$ cat config.mk
export PLATFORM = sky130hd
export DESIGN_NAME = deser_frame_sequencer
export DESIGN_NICKNAME = d
export VERILOG_FILES = /design/src/rtl/deser_frame_seq_pkg.sv /design/src/rtl/deser_word_fifo.sv /design/src/rtl/deser_frame_sequencer.sv
export SDC_FILE = /design/constraint.sdc
export NUM_CORES = 1
export LEC_CHECK = 0
export ABC_AREA = 1
export CAP_MARGIN = 40
export CORE_MARGIN = 3
export CORE_UTILIZATION = 50
export CTS_CLUSTER_DIAMETER = 60
export CTS_CLUSTER_SIZE = 10
export DETAILED_ROUTE_END_ITERATION = 6
export HOLD_SLACK_MARGIN = 0.02
export PLACE_DENSITY = 0.74
export SETUP_SLACK_MARGIN = 0.02
export SLEW_MARGIN = 20
export SYNTH_ARGS = -nofsm -noshare
export SYNTH_HDL_FRONTEND = slang
export SYNTH_HIERARCHICAL = 1
export SYNTH_SLANG_ARGS = --single-unit
export TNS_END_PERCENT = 20
$ cat constraint.sdc
create_clock -name clock -period 2.5 [get_ports clock]
set_input_delay 0.375 -clock clock [delete_from_list [all_inputs] [get_ports clock]]
set_output_delay 0.375 -clock clock [all_outputs]
set_load 0.03 [all_outputs]
$ cat src/rtl/deser_frame_seq_pkg.sv
// Shared types and helpers for the deserializer frame sequencer.
// Holds the FSM state encoding, the frame counter width and a width helper.
package deser_frame_seq_pkg;

    typedef enum logic [1:0] {
        IDLE  = 2'd0,
        START = 2'd1,
        RECV  = 2'd2,
        DONE  = 2'd3
    } seq_state_t;

    localparam int FRAME_COUNT_W = 16;

    // Bits needed to index 'value' entries; 1 for value <= 2.
    function automatic int clog2(input int value);
        int result;
        result = 0;
        for (int i = 0; i < 31; i++) begin
            if ((1 << i) < value) begin
                result = i + 1;
            end
        end
        return (result == 0) ? 1 : result;
    endfunction

endpackage

$ cat src/rtl/deser_word_fifo.sv
// Word FIFO: push visible at the head one cycle later; pop of an empty FIFO is ignored.
// Pushes are refused only when full with no pop that cycle; the sequencer's free-space gating avoids that.
module deser_word_fifo
    import deser_frame_seq_pkg::*;
#(
    parameter int WORD_SIZE  = 8,
    parameter int FIFO_DEPTH = 4,
    localparam int AW = clog2(FIFO_DEPTH)
) (
    input  logic                 clock,
    input  logic                 reset,
    input  logic                 push,
    input  logic [WORD_SIZE-1:0] push_data,
    input  logic                 pop,
    output logic [WORD_SIZE-1:0] head_data,
    output logic                 empty,
    output logic [AW:0]          free_count
);

    localparam logic [AW:0] PTR_ONE = (AW + 1)'(1);
    localparam logic [AW:0] DEPTH_C = (AW + 1)'(FIFO_DEPTH);

    logic [WORD_SIZE-1:0] mem_q [FIFO_DEPTH];
    logic [AW:0]          wr_ptr_q, wr_ptr_d;
    logic [AW:0]          rd_ptr_q, rd_ptr_d;
    logic [AW:0]          used;
    logic                 full;
    logic                 do_push;
    logic                 do_pop;

    // Pointers carry one extra wrap bit so full and empty stay distinct.
    always_comb begin
        used       = wr_ptr_q - rd_ptr_q;
        empty      = (used == '0);
        full       = (used == DEPTH_C);
        free_count = DEPTH_C - used;
        do_pop     = pop && !empty;
        do_push    = push && (!full || do_pop);
        wr_ptr_d   = do_push ? (wr_ptr_q + PTR_ONE) : wr_ptr_q;
        rd_ptr_d   = do_pop  ? (rd_ptr_q + PTR_ONE) : rd_ptr_q;
        head_data  = empty ? '0 : mem_q[rd_ptr_q[AW-1:0]];
    end

    always_ff @(posedge clock or posedge reset) begin
        if (reset) begin
            wr_ptr_q <= '0;
            rd_ptr_q <= '0;
        end else begin
            wr_ptr_q <= wr_ptr_d;
            rd_ptr_q <= rd_ptr_d;
        end
    end

    always_ff @(posedge clock) begin
        if (do_push) begin
            mem_q[wr_ptr_q[AW-1:0]] <= push_data;
        end
    end

endmodule

$ cat src/rtl/deser_frame_sequencer.sv
// Frame sequencer: registered start/done/short pulses, words visible one cycle after RCO.
// New frames start only with FRAME_WORDS free FIFO entries; DESER_FRAME_SEQ_TIMEOUT_EN adds a RECV watchdog.
module deser_frame_sequencer
    import deser_frame_seq_pkg::*;
#(
    parameter int WORD_SIZE      = 8,
    parameter int FRAME_WORDS    = 2,
    parameter int FIFO_DEPTH     = 4,
    parameter int TIMEOUT_CYCLES = 1024
) (
    input  logic                     clock,
    input  logic                     reset,
    input  logic                     enable,
    input  logic                     deser_busy,
    input  logic                     deser_rco,
    input  logic [WORD_SIZE-1:0]     deser_data,
    output logic                     deser_start,
    output logic [WORD_SIZE-1:0]     word_data,
    output logic                     word_valid,
    input  logic                     word_ready,
    output logic                     frame_done,
    output logic                     short_frame,
    output logic [FRAME_COUNT_W-1:0] frame_count
`ifdef DESER_FRAME_SEQ_TIMEOUT_EN
    ,
    output logic                     timeout,
    output logic                     deser_clear
`endif
);

    localparam int AW    = clog2(FIFO_DEPTH);
    localparam int CNT_W = clog2(FRAME_WORDS + 1);
    localparam logic [AW:0]          FREE_NEED = (AW + 1)'(FRAME_WORDS);
    localparam logic [CNT_W-1:0]     CNT_FULL  = CNT_W'(FRAME_WORDS);
    localparam logic [CNT_W-1:0]     CNT_ONE   = CNT_W'(1);
    localparam logic [FRAME_COUNT_W-1:0] FC_ONE = FRAME_COUNT_W'(1);

    if (FIFO_DEPTH < FRAME_WORDS || FRAME_WORDS < 1 || TIMEOUT_CYCLES < 1) begin : g_param_check
        $error("deser_frame_sequencer: invalid FRAME_WORDS/FIFO_DEPTH/TIMEOUT_CYCLES");
    end

    seq_state_t               state_q, state_d;
    logic [CNT_W-1:0]         word_cnt_q, word_cnt_d;
    logic                     deser_start_q, deser_start_d;
    logic                     frame_done_q, frame_done_d;
    logic                     short_frame_q, short_frame_d;
    logic [FRAME_COUNT_W-1:0] frame_count_q, frame_count_d;
    logic                     push;
    logic                     fifo_empty;
    logic [AW:0]              free_count;

`ifdef DESER_FRAME_SEQ_TIMEOUT_EN
    localparam int WD_W = clog2(TIMEOUT_CYCLES + 1);
    localparam logic [WD_W-1:0] WD_LIMIT = WD_W'(TIMEOUT_CYCLES - 1);
    localparam logic [WD_W-1:0] WD_ONE   = WD_W'(1);

    logic [WD_W-1:0] wdog_q, wdog_d;
    logic            timeout_q, timeout_d;
    logic            deser_clear_q, deser_clear_d;
`endif

    always_comb begin
        state_d       = state_q;
        word_cnt_d    = word_cnt_q;
        deser_start_d = 1'b0;
        frame_done_d  = 1'b0;
        short_frame_d = 1'b0;
        frame_count_d = frame_count_q;
        push          = 1'b0;
`ifdef DESER_FRAME_SEQ_TIMEOUT_EN
        wdog_d        = wdog_q;
        timeout_d     = 1'b0;
        deser_clear_d = 1'b0;
`endif
        case (state_q)
            IDLE: begin
                if (enable && !deser_busy && (free_count >= FREE_NEED)) begin
                    state_d       = START;
                    deser_start_d = 1'b1;
                end
            end
            START: begin
                word_cnt_d = '0;
                state_d    = RECV;
`ifdef DESER_FRAME_SEQ_TIMEOUT_EN
                wdog_d     = '0;
`endif
            end
            RECV: begin
                // Words past the frame length are dropped but still leave the frame good.
                if (deser_rco && (word_cnt_q != CNT_FULL)) begin
                    push       = 1'b1;
                    word_cnt_d = word_cnt_q + CNT_ONE;
                end
`ifdef DESER_FRAME_SEQ_TIMEOUT_EN
                wdog_d = deser_rco ? '0 : (wdog_q + WD_ONE);
`endif
                if (!deser_busy) begin
                    if (word_cnt_d == CNT_FULL) begin
                        state_d       = DONE;
                        frame_done_d  = 1'b1;
                        frame_count_d = frame_count_q + FC_ONE;
                    end else begin
                        state_d       = IDLE;
                        short_frame_d = 1'b1;
                    end
                end
`ifdef DESER_FRAME_SEQ_TIMEOUT_EN
                else if (!deser_rco && (wdog_q == WD_LIMIT)) begin
                    state_d       = IDLE;
                    timeout_d     = 1'b1;
                    deser_clear_d = 1'b1;
                end
`endif
            end
            DONE: begin
                state_d = IDLE;
            end
            default: begin
                state_d = IDLE;
            end
        endcase
    end

    always_ff @(posedge clock or posedge reset) begin
        if (reset) begin
            state_q       <= IDLE;
            word_cnt_q    <= '0;
            deser_start_q <= 1'b0;
            frame_done_q  <= 1'b0;
            short_frame_q <= 1'b0;
            frame_count_q <= '0;
`ifdef DESER_FRAME_SEQ_TIMEOUT_EN
            wdog_q        <= '0;
            timeout_q     <= 1'b0;
            deser_clear_q <= 1'b0;
`endif
        end else begin
            state_q       <= state_d;
            word_cnt_q    <= word_cnt_d;
            deser_start_q <= deser_start_d;
            frame_done_q  <= frame_done_d;
            short_frame_q <= short_frame_d;
            frame_count_q <= frame_count_d;
`ifdef DESER_FRAME_SEQ_TIMEOUT_EN
            wdog_q        <= wdog_d;
            timeout_q     <= timeout_d;
            deser_clear_q <= deser_clear_d;
`endif
        end
    end

    deser_word_fifo #(
        .WORD_SIZE  (WORD_SIZE),
        .FIFO_DEPTH (FIFO_DEPTH)
    ) u_fifo (
        .clock      (clock),
        .reset      (reset),
        .push       (push),
        .push_data  (deser_data),
        .pop        (word_ready),
        .head_data  (word_data),
        .empty      (fifo_empty),
        .free_count (free_count)
    );

    assign word_valid  = !fifo_empty;
    assign deser_start = deser_start_q;
    assign frame_done  = frame_done_q;
    assign short_frame = short_frame_q;
    assign frame_count = frame_count_q;
`ifdef DESER_FRAME_SEQ_TIMEOUT_EN
    assign timeout     = timeout_q;
    assign deser_clear = deser_clear_q;
`endif

endmodule

; ---- Yosys cells after proc, flatten, opt, wreduce, memory -nomap -nowiden
; Memory sizes are Yosys's and may differ from the RTL's.
; Index checks and enable logic that the tools add are counted.
; Widths: inputs -> output; s select.
[op_classes]
addsub = 6
magnitude_cmp = 1
eq_ne = 8
mux = 20
bitwise = 1
n_reduce_logical = 14
[ops]
columns = cell, n
row1 = $add 16x1->16 const B, 1
row2 = $mux 1, 12
row3 = $mux 2, 5
row4 = $mux 8, 1
row5 = $pmux 2 s4, 1
row6 = $add 3x1->3 const B, 2
row7 = $eq 2x2->1 const B, 3
row8 = $ne 2x2->1 const B, 3
row9 = $logic_and 1x1->1, 5
row10 = $pmux 2 s2, 1
row11 = $eq 3x3->1 const B, 1
row12 = $ge 3x2->1 const B, 1
row13 = $logic_not 1->1, 3
row14 = $logic_not 3->1, 1
row15 = $reduce_and 3->1, 1
row16 = $sub 3x3->3, 1
row17 = $sub 3x3->3 const A, 1
row18 = $add 2x1->2 const B, 1
row19 = $eq 2x1->1 const B, 1
row20 = $logic_not 2->1, 1
row21 = $reduce_and 2->1, 1
row22 = $reduce_bool 2->1, 1
row23 = $logic_or 1x1->1, 1
row24 = $not 1->1, 1
[word_totals]
ff_bits = 29
ramBits = 32
inputBits = 14
out_inout_bits = 28
elab_cells = 59
n_memories = 1
[memory_table]
columns = name, words, width, rd, rd_ports_with_merged_regs, wr, line_no
row1 = u_fifo.mem_q, 4, 8, 1, 0, 1, deser_word_fifo.sv:23  ; logic [WORD_SIZE-1:0] mem_q [FIFO_DEPTH];

; ---- Longest topological paths before layout
; Gate-level depths: netlist of the first run.
[logic_depth]
depth_word = 8
depth_mapped = 15
mapped_depth_nobuf = 15

; ---- By module
; Netlist of the first run, hierarchy kept.
[by_module_without_submodules]
columns = mod, instances, cells_each, area_per_inst_um2, seq_area_each_um2
row1 = deser_word_fifo, 1, 185, 1868.0, 1111.1
row2 = deser_frame_sequencer, 1, 186, 1372.6, 575.6

; ---- Worst setup path before layout of the first run
; OpenSTA, ideal clock, no wires.
[synth_timing]
kind = reg2reg
start = register u_fifo.wr_ptr_q[0]
end = memory u_fifo.mem_q[0][0] (enable)
setup_time_ns = 0.371
t_arrival_ns = 2.304
required_time_ns = 2.129
setup_slack_ns = -0.174
stages_incl_launch_ff = 14
n_path_buf = 1
synth_period_minus_slack_ns = 2.674
path_cell_list = dfrtp_1 > inv_1 > ha_1 > fa_1 > xor2_1 > nand2_1 > nand2_1 > ha_1 > buf_6 > inv_1 > nand2_2 > nand2_1 > nand2_2 > nor2_1
[synth_via]
elab_chain_cells = 8
word_cells_on_any_way = 10
cone_classes = add/sub: 1 / eq/ne: 1 / mux: 2 / reduce/logical: 6
[synth_lines]
columns = item, line_no
row1 = "start, declared", deser_word_fifo.sv:24  ; logic [AW:0] wr_ptr_q, wr_ptr_d;
row2 = "start signal, assigned", deser_word_fifo.sv:49  ; wr_ptr_q <= wr_ptr_d;
row3 = $sub 3x3->3, deser_word_fifo.sv:33  ; used = wr_ptr_q - rd_ptr_q;
row4 = $logic_not 3->1, deser_word_fifo.sv:34  ; empty = (used == '0);
row5 = named net fifo_empty, deser_frame_sequencer.sv:49  ; logic fifo_empty;
row6 = $logic_not 1->1, deser_word_fifo.sv:37  ; do_pop = pop && !empty;
row7 = $logic_and 1x1->1, deser_word_fifo.sv:37
row8 = $logic_or 1x1->1, deser_word_fifo.sv:38  ; do_push = push && (!full || do_pop);
row9 = $logic_and 1x1->1, deser_word_fifo.sv:38
row10 = $mux 1, deser_word_fifo.sv:55  ; if (do_push) begin
row11 = $mux 1 (implied by the code), deser_word_fifo.sv:56  ; mem_q[wr_ptr_q[AW-1:0]] <= push_data;
row12 = "end, declared", deser_word_fifo.sv:23
; The timed path passes the listed nets, and every way through them passes these cells.

; ---- Worst setup path in the final report of the first run
[layout_timing]
start = register u_fifo.rd_ptr_q[0]
end = output port word_data[2]
[layout_via]
elab_chain_cells = 3
word_cells_on_any_way = 4
cone_classes = add/sub: 1 / mux: 1 / reduce/logical: 1 / memory: 1
[layout_lines]
columns = item, line_no
row1 = "start, declared", deser_word_fifo.sv:25  ; logic [AW:0] rd_ptr_q, rd_ptr_d;
row2 = "start signal, assigned", deser_word_fifo.sv:50  ; rd_ptr_q <= rd_ptr_d;
row3 = $sub 3x3->3, deser_word_fifo.sv:33
row4 = $logic_not 3->1, deser_word_fifo.sv:34
row5 = named net fifo_empty, deser_frame_sequencer.sv:49
row6 = $mux 8, deser_word_fifo.sv:41  ; head_data = empty ? '0 : mem_q[rd_ptr_q[AW-1:0]];
row7 = "end, declared", deser_frame_sequencer.sv:18  ; output logic [WORD_SIZE-1:0] word_data,
; The timed path passes the listed nets, and every way through them passes these cells.

==> results of run 1 <==
==> final cells by class <==
class | instances | area [µm²]
Multi-Input combinational cell | 232 | 1311
Inverter | 69 | 264.0
Timing Repair Buffer | 55 | 566.8
Clock inverter | 6 | 62.56
Tap cell | 75 | 93.84
Sequential cell | 61 | 1687
Clock buffer | 10 | 137.6
Fill cell | 477 | 1973
==> through the flow <==
| stage | utilization [%] | worst slack (ns) | hold WS, ns |
|---|---|---|---|
| after floorplan | - | -0.03886 | 0.1660 |
| after global placement | 61.15 | 0.1255 | 0.4967 |
| after detailed placement | 61.15 | 0.05875 | 0.5042 |
| after CTS | 67.43 | -0.08231 | 0.2951 |
| after global routing | 67.63 | -0.1327 | 0.3251 |
| final | 67.63 | -0.04382 | 0.3063 |
==> metal layers <==
| metal | global-route usage [%] | up-vias | wire, µm |
|---|---|---|---|
| met5 | 0 | - | 0 |
| li1 | - | 1259 | - |
| met4 | 8.357 | 0 | 118 |
| met1 | 23.22 | 1109 | 2790 |
| met2 | 31.99 | 53 | 3159 |
| met3 | 3.707 | 15 | 262 |
==> sequential cells by signal, summed over array words and instances (netlist names) <==
name / flops
u_fifo/mem_q: 32
frame_count: 16
u_fifo/rd_ptr_q: 3
u_fifo/wr_ptr_q: 3
state_q: 2
word_cnt_q: 2
deser_start: 1
frame_done: 1
short_frame: 1
==> final timing paths <==
kind	slack (ns)	to	depth (start not counted)	startpoint
max	-0.04	word_data[2]	9	u_fifo/rd_ptr_q[0]
min	0.31	u_fifo/rd_ptr_q[2]	2	reset
max reg2reg	0.15	state_q[1]	14	u_fifo/rd_ptr_q[0]
min reg2reg	0.52	u_fifo/wr_ptr_q[2]	2	u_fifo/wr_ptr_q[2]
max in group asynchronous	1.83	frame_count[8]	3	reset
min in group clock	0.52	u_fifo/wr_ptr_q[2]	2	u_fifo/wr_ptr_q[2]
==> repair_timing <==
item / 4_1_cts / 5_1_grt
endpoints found under the setup margin: 9 / 35
cloned: 1 / 0
setup buffers: 1 / 1
resized for setup: 34 / 1
pin swaps: 6 / 5
==> power by group through the flow <==
stage                     Combinational (µW)  Clock (µW)  Sequential [µW]
after CTS                               2550         883             1300
after global routing                    2790         949             1310
after global placement                  1910           0             1310
after floorplan                         1370           0             1350
after detailed placement                1960           0             1310
final                                   2570         865             1290
==> flow_metrics.env, run 1 <==
export IMPL_cp_arrival_ns=2.17
export IMPL_finalWorstSetupSlack_ns=-0.04382
export IMPL_final_min_clock_period_ns=2.544
export IMPL_rsz0062_at_grt="yes"
export IMPL_setup_viol=8
export IMPL_insertion_delay_ns=0.33
export IMPL_drt_total_wl_um=6331
export IMPL_p_sw_uw=1920
export IMPL_worstSetupPathType="reg2out"
export IMPL_wire_per_inst_um=12.46
export IMPL_core_area_mm2=0.006096
export IMPL_power_density_mw_per_mm2=1148
export IMPL_fp_row_count=28
export IMPL_min_path_type="in2async"
export IMPL_fin_crit_sh_pct=101.8
export IMPL_violations="negative setup slack"
export IMPL_required_ns=2.12
export IMPL_die_w_um=86.46
export IMPL_worstMarginPinSlew_ns=0.3256
export IMPL_synthCells=370
export IMPL_cpLargestDelayFamily="adder cells"
export IMPL_end_kind="output pin"
export IMPL_slew_viol_final=0
export IMPL_syn_area_mm2=0.003237
export IMPL_max_freq_mhz=393.1
export IMPL_grt_max_degree=24
export IMPL_vias=2436
export IMPL_drt_iter0_markers=75
export IMPL_grt_pass1_vias=2358
export IMPL_gp_congestion=0.8332
export IMPL_power_leakage_uw=0.001899
export IMPL_cts_sinks=61
export IMPL_p_int_uw=2812
export IMPL_n_antenna_cell=0
export IMPL_p_total_uw=4732
export IMPL_ctsLongestPathBuffers=2
export IMPL_start_kind="register"
export IMPL_synth_nets=399
export IMPL_cts_clk_slew_worst_paths_ns=0.07
export IMPL_finalHoldViolCount=0
export IMPL_fin_area_mm2=0.004123
export IMPL_viasPerCell=4.795
export IMPL_antenna_found_initial=0
export IMPL_status="complete, but fails checks"
export IMPL_final_common_cell="nand2_1"
export IMPL_ios=42
export IMPL_critPathMostFrequentCell="ha_4"
export IMPL_most_common_layout_cells="nand2_1 (123), inv_1 (63), clkdlybuf4s50_1 (32), edfxtp_1 (32), dfrtp_1 (29)"
export IMPL_peakVddDrop_uv=988.3
export IMPL_grt_pass1_wl_um=10740
export IMPL_grt_overflow_total=0
export IMPL_sw_frac_of_total_pct=40.57
export IMPL_root_buffer="clkbuf_8"
export IMPL_drtPass1Iterations=4
export IMPL_place_hpwl_um=4341
export IMPL_avgSynthCellArea_um2=8.748
export IMPL_cpPeakStageDelay_ns=0.41
export IMPL_die_y_um=86.46
export IMPL_finalNonFillerCells=508
export IMPL_die_area_mm2=0.007475
export IMPL_cap_violations=0
export IMPL_comb_power_share_pct=54.4
export IMPL_numCtsBuffers=9
export IMPL_cts_tree="done"
export IMPL_worstPathBufferInverterCount=2
export IMPL_tns_ns=-0.2556
export IMPL_grtUsageTotal_pct=18.82
export IMPL_crit_chain="ha_4, fa_2, xor2_1, nand2_1, nand2_2, ha_4, buf_8, a21oi_2, buf_6"
export IMPL_relSlewSlack_pct=78.16
export IMPL_initial_utilization_pct=53.10
export IMPL_drtAntennaViolNets=0
export IMPL_yosysWarnings=6
export IMPL_clkPwrFrac_pct=18.3
export IMPL_place_area_mm2=0.003727
export IMPL_numPortBuffers=41
export IMPL_area_growth_pct=27.37
export IMPL_holdBufCountCts=0
export IMPL_drc=0
export IMPL_fin_skew_ns=0.005005
export IMPL_path_max_fanout=5
export IMPL_placedCellCount=489
export IMPL_htreeDepth=3
export IMPL_drive_above_1_share_pct=16.17
export IMPL_final_nets=457
export IMPL_seq_power_share_pct=27.3
export IMPL_crit_slowest_cell="dfrtp_1"
(Power assumes the default switching activity.)
==> inputs of run 2 (changes only) <==
Settings changed: GPL_TIMING_DRIVEN set to 0.
==> run 2 against run 1 <==
  * The flow still finishes with violations (negative setup slack)
  * Global-route usage up 0.97 points
  * Highest routed layer unchanged
  * Fmax up 0.42%
  * Via count up 1.8%
  * Largest power group unchanged
  * Cell area up 2.4%
  * Power up 2.4%
  * Combinational power up 4%
==> flow_metrics.env, run 2 (same netlist as run 1, synthesis figures left out) <==
export IMPL_vias=2479
export IMPL_ctsLongestPathBuffers=2
export IMPL_core_area_mm2=0.006096
export IMPL_gp_congestion=0.8370
export IMPL_dpl_worst_slack_ns=-0.4958
export IMPL_relSlewSlack_pct=72.11
export IMPL_viasPerCell=4.832
export IMPL_final_common_cell="nand2_1"
export IMPL_drt_iter0_markers=141
export IMPL_peakVddDrop_uv=993.1
export IMPL_grt_pass1_wl_um=11250
export IMPL_required_ns=2.12
export IMPL_area_growth_pct=30.38
export IMPL_n_antenna_cell=0
export IMPL_worstMarginPinSlew_ns=0.4179
export IMPL_cp_startpoint="u_fifo/wr_ptr_q[0]"
export IMPL_drc=0
export IMPL_most_common_layout_cells="nand2_1 (121), inv_1 (63), clkdlybuf4s50_1 (32), edfxtp_1 (32), dfrtp_1 (29)"
export IMPL_grt_pass1_vias=2425
export IMPL_crit_end="word_data[0]"
export IMPL_cts_tree="done"
export IMPL_cts_clk_slew_worst_paths_ns=0.07
export IMPL_place_hpwl_um=4272
export IMPL_drtAntennaViolNets=0
export IMPL_die_area_mm2=0.007475
export IMPL_largest_reg_flops=32
export IMPL_die_w_um=86.46
export IMPL_fin_skew_ns=0.006729
export IMPL_power_leakage_uw=0.001935
export IMPL_finalWorstSetupSlack_ns=-0.03316
export IMPL_end_kind="output pin"
export IMPL_htreeDepth=3
export IMPL_ios=42
export IMPL_rsz0062_at_grt="yes"
export IMPL_insertion_delay_ns=0.33
export IMPL_grt_use_met3_pct=5.038
export IMPL_grt_busiest_layer="met2"
export IMPL_status="complete, but fails checks"
export IMPL_holdBufCountCts=0
export IMPL_grt_overflow_total=0
export IMPL_max_freq_mhz=394.8
export IMPL_setup_viol=8
export IMPL_min_path_type="in2async"
export IMPL_start_kind="register"
export IMPL_drt_total_wl_um=6649
export IMPL_path_max_fanout=5
export IMPL_cap_violations=0
export IMPL_grt_max_degree=15
export IMPL_finalHoldViolCount=0
export IMPL_r2r_slack_ns=0.03
export IMPL_cp_arrival_ns=2.16
export IMPL_timing_rr_end="u_fifo/mem_q[0][6]"
export IMPL_worstSetupPathType="reg2out"
export IMPL_grtUsageTotal_pct=19.79
export IMPL_fp_row_count=28
export IMPL_numCtsBuffers=9
export IMPL_root_buffer="clkbuf_8"
export IMPL_cts_sinks=61
export IMPL_reg2reg_depth=11
export IMPL_die_y_um=86.46
export IMPL_fin_crit_sh_pct=101.3
export IMPL_antenna_found_initial=0
export IMPL_reg2reg_from="u_fifo/wr_ptr_q[0]"
export IMPL_power_density_mw_per_mm2=1148
export IMPL_slew_viol_final=0
export IMPL_final_nets=462
export IMPL_initial_utilization_pct=53.10
export IMPL_grt_use_met2_pct=34.14
export IMPL_utilization_pct=69.23
export IMPL_drive_above_1_share_pct=17.35
export IMPL_wire_per_inst_um=12.96
export IMPL_final_min_clock_period_ns=2.533
export IMPL_drtPass1Iterations=4
export IMPL_grt_met1_usage_pct=23.89
export IMPL_violations="negative setup slack"
export IMPL_numPortBuffers=41
## run 2: changes by cell type in the layout (fill, tap and decap cells not counted), moves of 2 or more
cell / change
buf_8: +2
a21oi_2: +2
buf_4: -5
nor2_4: +3
buf_6: +7
nand2_1: -2
a21oi_4: -2
nor2_2: -3
nand2_4: +2
## run 2: area by class of cell
type                            instances  area, µm²
Timing Repair inverter                  1      7.507
Fill cell                             472       1876
Sequential cell                        61       1687
Inverter                               69      267.8
Timing Repair Buffer                   51      524.3
Multi-Input combinational cell        232       1340
Clock inverter                          4      47.55
Clock buffer                           12      155.1
Buffer                                  8      97.59
Tap cell                               75      93.84
## run 2: metal layers
| layer | share of wire (%) | up-vias |
|---|---|---|
| met2 | 51 | 61 |
| met3 | 4.6 | 10 |
| met1 | 43 | 1132 |
| li1 | - | 1276 |
| met5 | 0 | - |
| met4 | 1.7 | 0 |
## run 2: worst min path at each step
stage / endpoint / slack (ns) / startpoint
after global placement: u_fifo/wr_ptr_q[2] / 0.49 / u_fifo/wr_ptr_q[2]
final: u_fifo/wr_ptr_q[2] / 0.30 / reset
after detailed placement: u_fifo/wr_ptr_q[2] / 0.51 / u_fifo/wr_ptr_q[2]
after global routing: u_fifo/wr_ptr_q[2] / 0.29 / reset
after floorplan: u_fifo/rd_ptr_q[0] / 0.17 / reset
after CTS: u_fifo/wr_ptr_q[2] / 0.29 / reset
## run 2: per-stage QoR
step / total power [µW] / std cells / setup TNS (ns) / hold slack [ns] / cell area [µm²]
after detailed placement: 3356 / 487 / -16.87 / 0.5086 / 3764
after CTS: 4743 / 512 / -1.501 / 0.2920 / 4198
after floorplan: 2722 / 370 / -1.018 / 0.1660 / 3244
final: 4846 / 513 / -0.1685 / 0.3030 / 4220
after global routing: 5145 / 513 / -1.840 / 0.2923 / 4220
after global placement: 3317 / 486 / -14.83 / 0.4907 / 3749
## run 2: worst max-delay path, cell delays in order (launching register included)
cell and delay [ns]:
dfrtp_1 0.40, inv_2 0.09, ha_4 0.13, fa_2 0.44, ha_4 0.19, ha_4 0.17, buf_8 0.14, a21oi_4 0.13
buf_6 0.15
## run 2: repair_timing
action	4_1_cts	5_1_grt
setup buffers	7	1
gates cloned	2	0
setup endpoints to repair	44	44
pin swaps	7	6
gates resized for setup	92	2
## run 2: power breakdown
group          total [µW]  internal [µW]  switching (µW)
sequential           1300           1210            91.0
clock                 874            512             362
combinational        2670           1140            1530
total                4850           2860            1990
